==> src/rtl/freq_div_prog_if.sv <==
// Control and status bundle of the programmable clock divider: divide-register
// access on one side, per-channel ticks/divided clocks and scan select on the other.
interface freq_div_prog_if #(
   parameter int NUM_CH = 3,
   parameter int SEL_W  = 2,
   parameter int CNT_W  = 27,
   parameter int SCAN_W = 2
);
   logic              en;
   logic              div_wr;
   logic [SEL_W-1:0]  div_sel;
   logic [CNT_W-1:0]  div_val;
   logic [CNT_W-1:0]  div_rd;
   logic [NUM_CH-1:0] tick;
   logic [NUM_CH-1:0] clk_out;
   logic [SCAN_W-1:0] clk_ctl;

   modport master (
      output en, div_wr, div_sel, div_val,
      input  div_rd, tick, clk_out, clk_ctl
   );

   modport slave (
      input  en, div_wr, div_sel, div_val,
      output div_rd, tick, clk_out, clk_ctl
   );
endinterface

==> src/rtl/freq_div_prog.sv <==
// NUM_CH independently programmable divided clocks with tick strobes, plus a
// free-running prescaled scan select for the seven-segment display.
module freq_div_prog #(
   parameter int                NUM_CH      = 3,
   parameter int                SEL_W       = 2,
   parameter int                CNT_W       = 27,
   parameter logic [CNT_W-1:0]  DIV_DEFAULT = CNT_W'(24999),
   parameter int                SCAN_W      = 2,
   parameter int                SCAN_PRE_W  = 15
) (
   input  logic                 clk,
   input  logic                 rst_n,
   freq_div_prog_if.slave       bus
);

   logic [CNT_W-1:0]      cnt_q [NUM_CH];
   logic [CNT_W-1:0]      cnt_d [NUM_CH];
   logic [CNT_W-1:0]      div_q [NUM_CH];
   logic [CNT_W-1:0]      div_d [NUM_CH];
   logic [NUM_CH-1:0]     tick_q, tick_d;
   logic [NUM_CH-1:0]     clk_out_q, clk_out_d;
   logic [SCAN_PRE_W-1:0] pre_q, pre_d;
   logic [SCAN_W-1:0]     ctl_q, ctl_d;
   logic [CNT_W-1:0]      div_rd;

   // A write to a channel overrides its terminal count: the counter restarts
   // and neither a tick nor a toggle is produced on that edge.
   always_comb begin
      for (int i = 0; i < NUM_CH; i++) begin
         // NOTE: every next-state value is defaulted first so no path through
         // the branches below leaves it unassigned and infers a latch.
         cnt_d[i]     = cnt_q[i];
         div_d[i]     = div_q[i];
         tick_d[i]    = 1'b0;
         clk_out_d[i] = clk_out_q[i];
         if (bus.div_wr && (bus.div_sel == SEL_W'(i))) begin
            div_d[i] = bus.div_val;
            cnt_d[i] = '0;
         end else if (bus.en) begin
            if (cnt_q[i] == div_q[i]) begin
               cnt_d[i]     = '0;
               tick_d[i]    = 1'b1;
               clk_out_d[i] = ~clk_out_q[i];
            end else begin
               cnt_d[i] = cnt_q[i] + CNT_W'(1);
            end
         end
      end
   end

   // Scan select runs from the crystal regardless of en or register writes.
   always_comb begin
      pre_d = pre_q + SCAN_PRE_W'(1);
      ctl_d = ctl_q;
      if (pre_q == {SCAN_PRE_W{1'b1}}) begin
         ctl_d = ctl_q + SCAN_W'(1);
      end
   end

   // Unmapped selects read as zero.
   always_comb begin
      div_rd = '0;
      for (int i = 0; i < NUM_CH; i++) begin
         if (bus.div_sel == SEL_W'(i)) begin
            div_rd = div_q[i];
         end
      end
   end

   always_ff @(posedge clk or negedge rst_n) begin
      if (!rst_n) begin
         // NOTE: the divide registers are a handful of flops, not a RAM, so
         // they take a reset value like any other state.
         for (int i = 0; i < NUM_CH; i++) begin
            cnt_q[i] <= '0;
            div_q[i] <= DIV_DEFAULT;
         end
         tick_q    <= '0;
         clk_out_q <= '0;
         pre_q     <= '0;
         ctl_q     <= '0;
      end else begin
         // NOTE: non-blocking assignments so every flop samples the values
         // present before this edge, independent of statement order.
         for (int i = 0; i < NUM_CH; i++) begin
            cnt_q[i] <= cnt_d[i];
            div_q[i] <= div_d[i];
         end
         tick_q    <= tick_d;
         clk_out_q <= clk_out_d;
         pre_q     <= pre_d;
         ctl_q     <= ctl_d;
      end
   end

   assign bus.tick    = tick_q;
   assign bus.clk_out = clk_out_q;
   assign bus.clk_ctl = ctl_q;
   assign bus.div_rd  = div_rd;

endmodule

==> src/flat_wrapper.sv <==
// flat-port wrapper written by rule: the top's interface ports become plain ports
module freq_div_prog_flat 
#(
   parameter int                NUM_CH      = 3,
   parameter int                SEL_W       = 2,
   parameter int                CNT_W       = 27,
   parameter logic [CNT_W-1:0]  DIV_DEFAULT = CNT_W'(24999),
   parameter int                SCAN_W      = 2,
   parameter int                SCAN_PRE_W  = 15
)
  (clk, rst_n, bus_en, bus_div_wr, bus_div_sel, bus_div_val, bus_div_rd, bus_tick, bus_clk_out, bus_clk_ctl);
  freq_div_prog_if #(.NUM_CH(NUM_CH), .SEL_W(SEL_W), .CNT_W(CNT_W), .SCAN_W(SCAN_W)) bus_i ();
  input  logic clk;
  input  logic rst_n;
  input wire logic [$bits(bus_i.en)-1:0] bus_en;
  input wire logic [$bits(bus_i.div_wr)-1:0] bus_div_wr;
  input wire logic [$bits(bus_i.div_sel)-1:0] bus_div_sel;
  input wire logic [$bits(bus_i.div_val)-1:0] bus_div_val;
  output wire logic [$bits(bus_i.div_rd)-1:0] bus_div_rd;
  output wire logic [$bits(bus_i.tick)-1:0] bus_tick;
  output wire logic [$bits(bus_i.clk_out)-1:0] bus_clk_out;
  output wire logic [$bits(bus_i.clk_ctl)-1:0] bus_clk_ctl;
  assign bus_i.en = bus_en;
  assign bus_i.div_wr = bus_div_wr;
  assign bus_i.div_sel = bus_div_sel;
  assign bus_i.div_val = bus_div_val;
  assign bus_div_rd = bus_i.div_rd;
  assign bus_tick = bus_i.tick;
  assign bus_clk_out = bus_i.clk_out;
  assign bus_clk_ctl = bus_i.clk_ctl;
  freq_div_prog #(.NUM_CH(NUM_CH), .SEL_W(SEL_W), .CNT_W(CNT_W), .DIV_DEFAULT(DIV_DEFAULT), .SCAN_W(SCAN_W), .SCAN_PRE_W(SCAN_PRE_W)) u_core (.clk(clk), .rst_n(rst_n), .bus(bus_i));
endmodule
==> config.mk <==
export PLATFORM = sky130hd
export DESIGN_NAME = freq_div_prog_flat
export DESIGN_NICKNAME = d
export VERILOG_FILES = /design/src/rtl/freq_div_prog_if.sv /design/src/rtl/freq_div_prog.sv /design/src/flat_wrapper.sv
export SDC_FILE = /design/constraint.sdc
export NUM_CORES = 1
export LEC_CHECK = 0
export ABC_AREA = 1
export BUFFER_PORTS_ARGS = -buffer_cell sky130_fd_sc_hd__buf_2
export CORE_MARGIN = 10
export CORE_UTILIZATION = 50
export CTS_CLUSTER_SIZE = 16
export DETAILED_ROUTE_END_ITERATION = 8
export PLACE_DENSITY = 0.75
export SLEW_MARGIN = 5
export SYNTH_ARGS = -nofsm -noshare
export SYNTH_HDL_FRONTEND = slang
export SYNTH_SLANG_ARGS = --single-unit
export TNS_END_PERCENT = 5
==> constraint.sdc <==
create_clock -name clk -period 1.5 [get_ports clk]
set_input_delay 0 -clock clk [delete_from_list [all_inputs] [get_ports clk]]
set_output_delay 0 -clock clk [all_outputs]
set_load 0.005 [all_outputs]
==> results of run 1 <==
worst min-delay path, stage by stage:
cell,delay [ns]
buf_2,0.15
nand2_4,0.12
a21oi_1,0.06
nand3_2,0.06
nand2_1,0.04
power by group through the flow:
stage / Clock, mW / Sequential (mW) / Combinational, mW
floorplan: 0 / 6.00 / 1.63
global placement: 0 / 6.09 / 3.38
detailed placement: 0 / 6.10 / 3.45
CTS: 4.72 / 6.04 / 3.72
global route: 4.91 / 6.13 / 4.30
finish: 4.70 / 6.08 / 3.94
kinds of logic after synthesis:
kind of cell,after synthesis,share of synthesized area (%)
fa+ha+maj,4,0.439
xor+xnor,103,8.18
flops,185,40.9
compound gates,118,5.62
simple gates,983,36.7
buf+inv,222,8.19
per-stage QoR:
step	TNS (ns)	util, %	area (um2)
6_report	-14.72	68.3	15400
5_1_grt	-22.40	68.3	15400
4_1_cts	-8.75	67.0	15100
3_5_place_dp	-14.30	61.1	13800
3_3_place_gp	-10.02	61.1	13800
2_1_floorplan	0	-	11400
metal layers:
metal / global-route usage [%] / wire [um] / share of wire (%)
met1: 32.2 / 15100 / 40
met2: 41.8 / 17800 / 47
met3: 5.76 / 3360 / 8.8
met4: 12.1 / 1920 / 5.0
met5: 0 / 19 / 0.050
state kept, by name, summed over array words and instances (netlist names):
| signal | count |
|---|---|
| u_core.div_q | 81 |
| u_core.bus.tick | 3 |
| u_core.bus.clk_ctl | 2 |
| u_core.bus.clk_out | 3 |
| u_core.pre_q | 15 |
| u_core.cnt_q | 81 |
Yosys cell counts, drive strengths merged:
cell type / n / area share [%]
or2: 2 / 0.11
nor3b: 1 / 0.066
dfstp: 24 / 5.5
a31oi: 2 / 0.11
a21oi: 8 / 0.35
buf: 28 / 1.8
a22oi: 1 / 0.066
nor2: 161 / 6.1
clkbuf: 20 / 0.66
dfrtp: 161 / 35
o21a: 1 / 0.066
o21ai: 94 / 4.1
xor2: 40 / 3.1
nand4: 9 / 0.49
ha: 4 / 0.44
nor3: 3 / 0.13
inv: 171 / 5.6
clkinv: 3 / 0.099
o211ai: 2 / 0.13
xnor2: 63 / 5.1
nand3b: 10 / 0.66
nand3: 133 / 6.9
o221ai: 10 / 0.77
nand2: 664 / 22
final timing paths:
| kind | endpoint | slack (ns) |
|---|---|---|
| min reg2reg | u_core.pre_q[0] | 0.45 |
| min | u_core.cnt_q[11] | 0.02 |
| max in group asynchronous | u_core.div_q[23] | 0.72 |
| max | u_core.cnt_q[26] | -0.30 |
| max reg2reg | u_core.cnt_q[26] | -0.30 |
| min in group asynchronous | u_core.cnt_q[64] | 0.09 |
final cells by class:
cell class | instances | area, um2
clock buffers | 18 | 429
inverters | 174 | 653
multi-input cells | 1213 | 6360
repair buffers | 353 | 2730
clock inverters | 14 | 169
well taps | 285 | 357
fillers | 1701 | 7140
flip-flops and latches | 185 | 4670
repair_timing:
| action | 4_1_cts | 5_1_grt |
|---|---|---|
| resized for setup | 53 | 61 |
| buffers inserted | 10 | 1 |
| hold endpoints to repair | 243 | 0 |
| endpoints found under the setup margin | 94 | 102 |
| pin swaps | 17 | 16 |
| gates cloned | 4 | 1 |
| hold buffers | 28 | 0 |
==> results.sh, run 1 <==
export IMPL_cts_clk_slew_worst_paths_ns=0.08
export IMPL_drc=0
export IMPL_die_width_um=171
export IMPL_combPwrFrac_pct=26.8
export IMPL_grt_pass1_vias=11800
export IMPL_area_growth_synth_to_final_pct=34.8
export IMPL_intPower_mw=9.81
export IMPL_numPortBuffers=67
export IMPL_dp_cells=2166
export IMPL_finalHoldViolCount=0
export IMPL_critPathKind="flop to flop"
export IMPL_critPathMostFrequentCell="nand2_1"
export IMPL_power_leakage_nw=7.89
export IMPL_die_y_um=171
export IMPL_layout_drive_gt1_share_pct=27.4
export IMPL_drt_pass1_iterations=8
export IMPL_yosys_warnings=0
export IMPL_final_cells=2242
export IMPL_failed_checks="setup timing"
export IMPL_powerDensity_nw_per_um2=958
export IMPL_drt_iter0_drc=1419
export IMPL_avgSynthCellArea_um2=7.06
export IMPL_dp_slack_ns=-0.269
export IMPL_arrival_ns=2.13
export IMPL_timing_final_max_slew_violations=0
export IMPL_rows=55
export IMPL_post_route_min_period_ns=1.80
export IMPL_timing_fmax_mhz=556
export IMPL_skew_ns=0.0169
export IMPL_hold_path_class="input pin to flop"
export IMPL_crit_start="u_core.div_q[13]"
export IMPL_ant_nets=0
export IMPL_core_um2=22500
export IMPL_crit_path_max_incr_delay_ns=0.59
export IMPL_cap_violations=0
export IMPL_synthesis_nets=1652
export IMPL_place_gp_congestion=1.00
export IMPL_switching_share_pct=33.3
export IMPL_grt_first_pass_wirelength_mm=59.9
export IMPL_antenna_found_initial=1
export IMPL_drt_wl_total_mm=38.2
export IMPL_yosysUniqueCellTypes=35
export IMPL_setup_slack_ns=-0.298
export IMPL_cts_tree="yes"
export IMPL_num_vias=12100
export IMPL_vias_per_cell=5.40
export IMPL_slowest_stage="dfstp_2"
export IMPL_final_setup_viol_count=88
export IMPL_endpoint_kind="flop"
export IMPL_reg2regPathDepth=9
export IMPL_power_total_mw=14.7
export IMPL_ys_ff_latch=185
export IMPL_die_area_um2=29200
export IMPL_mostFrequentLayoutCell="nand2_1"
export IMPL_clock_path_buffers=2
export IMPL_start_util_pct=50.6
export IMPL_seqPwrFrac_pct=41.3
export IMPL_crit_chain="xnor2_2 -> nand2_1 -> nor2_1 -> nand2_1 -> nor2_4 -> buf_6 -> nand2_8 -> nand3_1 -> nand2_1"
export IMPL_place_hpwl_mm=26.2
export IMPL_slew_headroom_pct=63.5
export IMPL_clock_sinks=185
export IMPL_fin_crit_sh_pct=120
export IMPL_clockRootBuffer="clkbuf_16"
export IMPL_timing_critical_path_buf_inv=1
export IMPL_synthesis_area_um2=11400
export IMPL_h_tree_depth=4
export IMPL_antennaDiodeCount=0
export IMPL_fin_hold_ws_ns=0.0212
export IMPL_grt_max_degree=55
export IMPL_clkPwrFrac_pct=31.9
export IMPL_layout_common_cells="nand2_1 (647), buf_4 (240), dfrtp_1 (155)"
export IMPL_worst_pin_slew_ns=0.548
export IMPL_clkLatencyLatePin_ns=0.44
export IMPL_critPathTopFamily="simple AND/OR/NAND/NOR gates"
export IMPL_required_ns=1.84
export IMPL_rsz0062_at_grt="yes"
export IMPL_ios=68
export IMPL_syn_inst=1615
export IMPL_layout_nets=1981
export IMPL_grtUsageTotal_pct=25.9
export IMPL_min_path_cells=5
export IMPL_cp_start_kind="flop"
export IMPL_ir_drop_uv=727
export IMPL_overflow=0
export IMPL_critical_path_depth=9
export IMPL_yosysSeqAreaShare_pct=40.9
export IMPL_min_delay_start="bus_en"
export IMPL_status="complete, but fails checks"
export IMPL_routedWlPerCell_um=17.1
export IMPL_r2r_start="u_core.div_q[13]"
export IMPL_crit_fanout=7
export IMPL_cts_buffers=17
export IMPL_p_switching_mw=4.91
Note: power is estimated with default switching activity, not from simulation.
==> run 2, diff against run 1 <==
--- a/config.mk
+++ b/config.mk
@@ -12,6 +12,8 @@
 export CTS_CLUSTER_SIZE = 16
 export DETAILED_ROUTE_END_ITERATION = 8
 export PLACE_DENSITY = 0.75
+export SETUP_SLACK_MARGIN = 0.2
+export SKIP_LAST_GASP = 1
 export SLEW_MARGIN = 5
 export SYNTH_ARGS = -nofsm -noshare
 export SYNTH_HDL_FRONTEND = slang
==> results.sh, run 2 (synthesized netlist as in run 1, its figures left out) <==
export IMPL_status="complete, but fails checks"
export IMPL_failed_checks="setup timing"
export IMPL_area_growth_synth_to_final_pct=33.9
export IMPL_slowest_stage="dfrtp_1"
export IMPL_worst_pin_slew_ns=0.501
export IMPL_endpoint_kind="flop"
export IMPL_crit_chain="xnor2_1 -> nand2_1 -> nor2_1 -> nand2_2 -> nor2_4 -> buf_4 -> nand2_8 -> nand3_2 -> nand2_1"
export IMPL_place_gp_congestion=1.02
export IMPL_ir_drop_uv=755
export IMPL_vias_per_cell=5.19
export IMPL_antenna_found_initial=1
export IMPL_grtUsageMet3_pct=4.75
export IMPL_layout_drive_gt1_share_pct=26.4
export IMPL_num_fill_cells=1764
export IMPL_setup_slack_ns=-0.170
export IMPL_grt_max_degree=55
export IMPL_core_um2=22500
export IMPL_rows=55
export IMPL_clockRootBuffer="clkbuf_16"
export IMPL_crit_fanout=13
export IMPL_clkLatencyLatePin_ns=0.45
export IMPL_tns_ns=-11.91
export IMPL_critPathKind="flop to flop"
export IMPL_fin_crit_sh_pct=111
export IMPL_cap_violations=0
export IMPL_die_area_um2=29200
export IMPL_met1_usage_pct=31.5
export IMPL_crit_path_max_incr_delay_ns=0.47
export IMPL_fin_hold_ws_ns=0.0387
export IMPL_slew_headroom_pct=66.6
export IMPL_hold_path_class="input pin to flop"
export IMPL_critPathMostFrequentCell="nand2_1"
export IMPL_grt_busiest_layer="met2"
export IMPL_finalHoldViolCount=0
export IMPL_die_y_um=171
export IMPL_cts_tree="yes"
export IMPL_grtUsageTotal_pct=25.7
export IMPL_reg_largest_list="u_core.cnt_q (81), u_core.div_q (81), u_core.pre_q (15)"
export IMPL_clock_path_buffers=2
export IMPL_cts_buffers=17
export IMPL_cts_clk_slew_worst_paths_ns=0.08
export IMPL_mostFrequentLayoutCell="nand2_1"
export IMPL_grt_pass1_vias=11600
export IMPL_num_vias=11700
export IMPL_timing_fmax_mhz=599
export IMPL_start_util_pct=50.6
export IMPL_routedWlPerCell_um=16.5
export IMPL_ant_nets=0
export IMPL_rsz0062_at_grt="yes"
export IMPL_power_leakage_nw=7.90
export IMPL_place_hpwl_mm=26.8
export IMPL_numPortBuffers=67
export IMPL_final_setup_viol_count=97
export IMPL_met2_usage_pct=42.4
export IMPL_die_width_um=171
export IMPL_ios=68
export IMPL_cp_start_kind="flop"
export IMPL_overflow=0
export IMPL_layout_common_cells="nand2_1 (650), buf_4 (258), inv_1 (156)"
export IMPL_h_tree_depth=4
export IMPL_skew_ns=0.0123
export IMPL_timing_final_max_slew_violations=0
export IMPL_drt_pass1_iterations=6
export IMPL_arrival_ns=2.01
export IMPL_power_total_mw=14.8
export IMPL_layout_nets=1991
export IMPL_clock_sinks=185
export IMPL_powerDensity_nw_per_um2=969
export IMPL_drc=0
export IMPL_drt_iter0_drc=1239
export IMPL_drt_wl_total_mm=37.1
export IMPL_required_ns=1.84
export IMPL_grt_first_pass_wirelength_mm=59.2
export IMPL_post_route_min_period_ns=1.67
## run 2: layer usage
metal,vias to the layer above,share of wire [%]
met5,-,0
met4,0,4.5
met3,97,6.6
met2,463,48
met1,5452,41
li1,5692,-
## run 2: worst max-delay path, delay by kind of cell, from the launching register on
family | cells | cell delay, ns
buf+inv | 1 | 0.16
simple gates | 7 | 0.70
xor+xnor | 1 | 0.22
flops | 1 | 0.47
## run 2: power breakdown
| part | switching [mW] | internal, mW |
|---|---|---|
| clock | 2.37 | 2.43 |
| sequential | 0.563 | 5.53 |
| combinational | 1.98 | 1.92 |
| total | 4.91 | 9.88 |
## run 2: what timing repair did
item                                    4_1_cts  5_1_grt
hold buffers                                 28        0
endpoints found under the hold margin       242        0
pin swaps                                     5       13
resized for setup                            29       44
cloned                                        1        1
buffers inserted                              5       10
endpoints found under the setup margin      119      123
## run 2: through the flow
step	utilization [%]	setup slack, ns	cells	instance area (um2)
global route	67.8	-0.255	2253	15300
finish	67.8	-0.170	2254	15300
floorplan	-	0.0378	1615	11400
CTS	66.5	-0.124	2241	15000
detailed placement	61.6	-0.290	2175	13900
global placement	61.6	-0.219	2175	13900
## run 2: worst paths after layout
path                                        from                    end  slack [ns]  cells after the start
max                             u_core.div_q[50]       u_core.cnt_q[50]       -0.17                      9
min                                       bus_en       u_core.cnt_q[11]        0.04                      5
max reg2reg                     u_core.div_q[50]       u_core.cnt_q[50]       -0.17                      9
min reg2reg                u_core.bus.clk_ctl[1]  u_core.bus.clk_ctl[1]        0.47                      1
max in group asynchronous                  rst_n       u_core.div_q[67]        0.75                      3
min in group asynchronous                  rst_n       u_core.cnt_q[43]        0.09                      2
## run 2: area by class of cell
type                       count  area, um2  share of cell area, %
antenna                        2       5.00                 0.0328
clock buffer                  17        425                   2.79
clock inverter                15        196                   1.29
inverter                     174        653                   4.28
multi-input combinational   1210       6160                   40.4
sequential                   185       4670                   30.6
tap                          285        357                   2.34
timing repair buffer         366       2800                   18.3
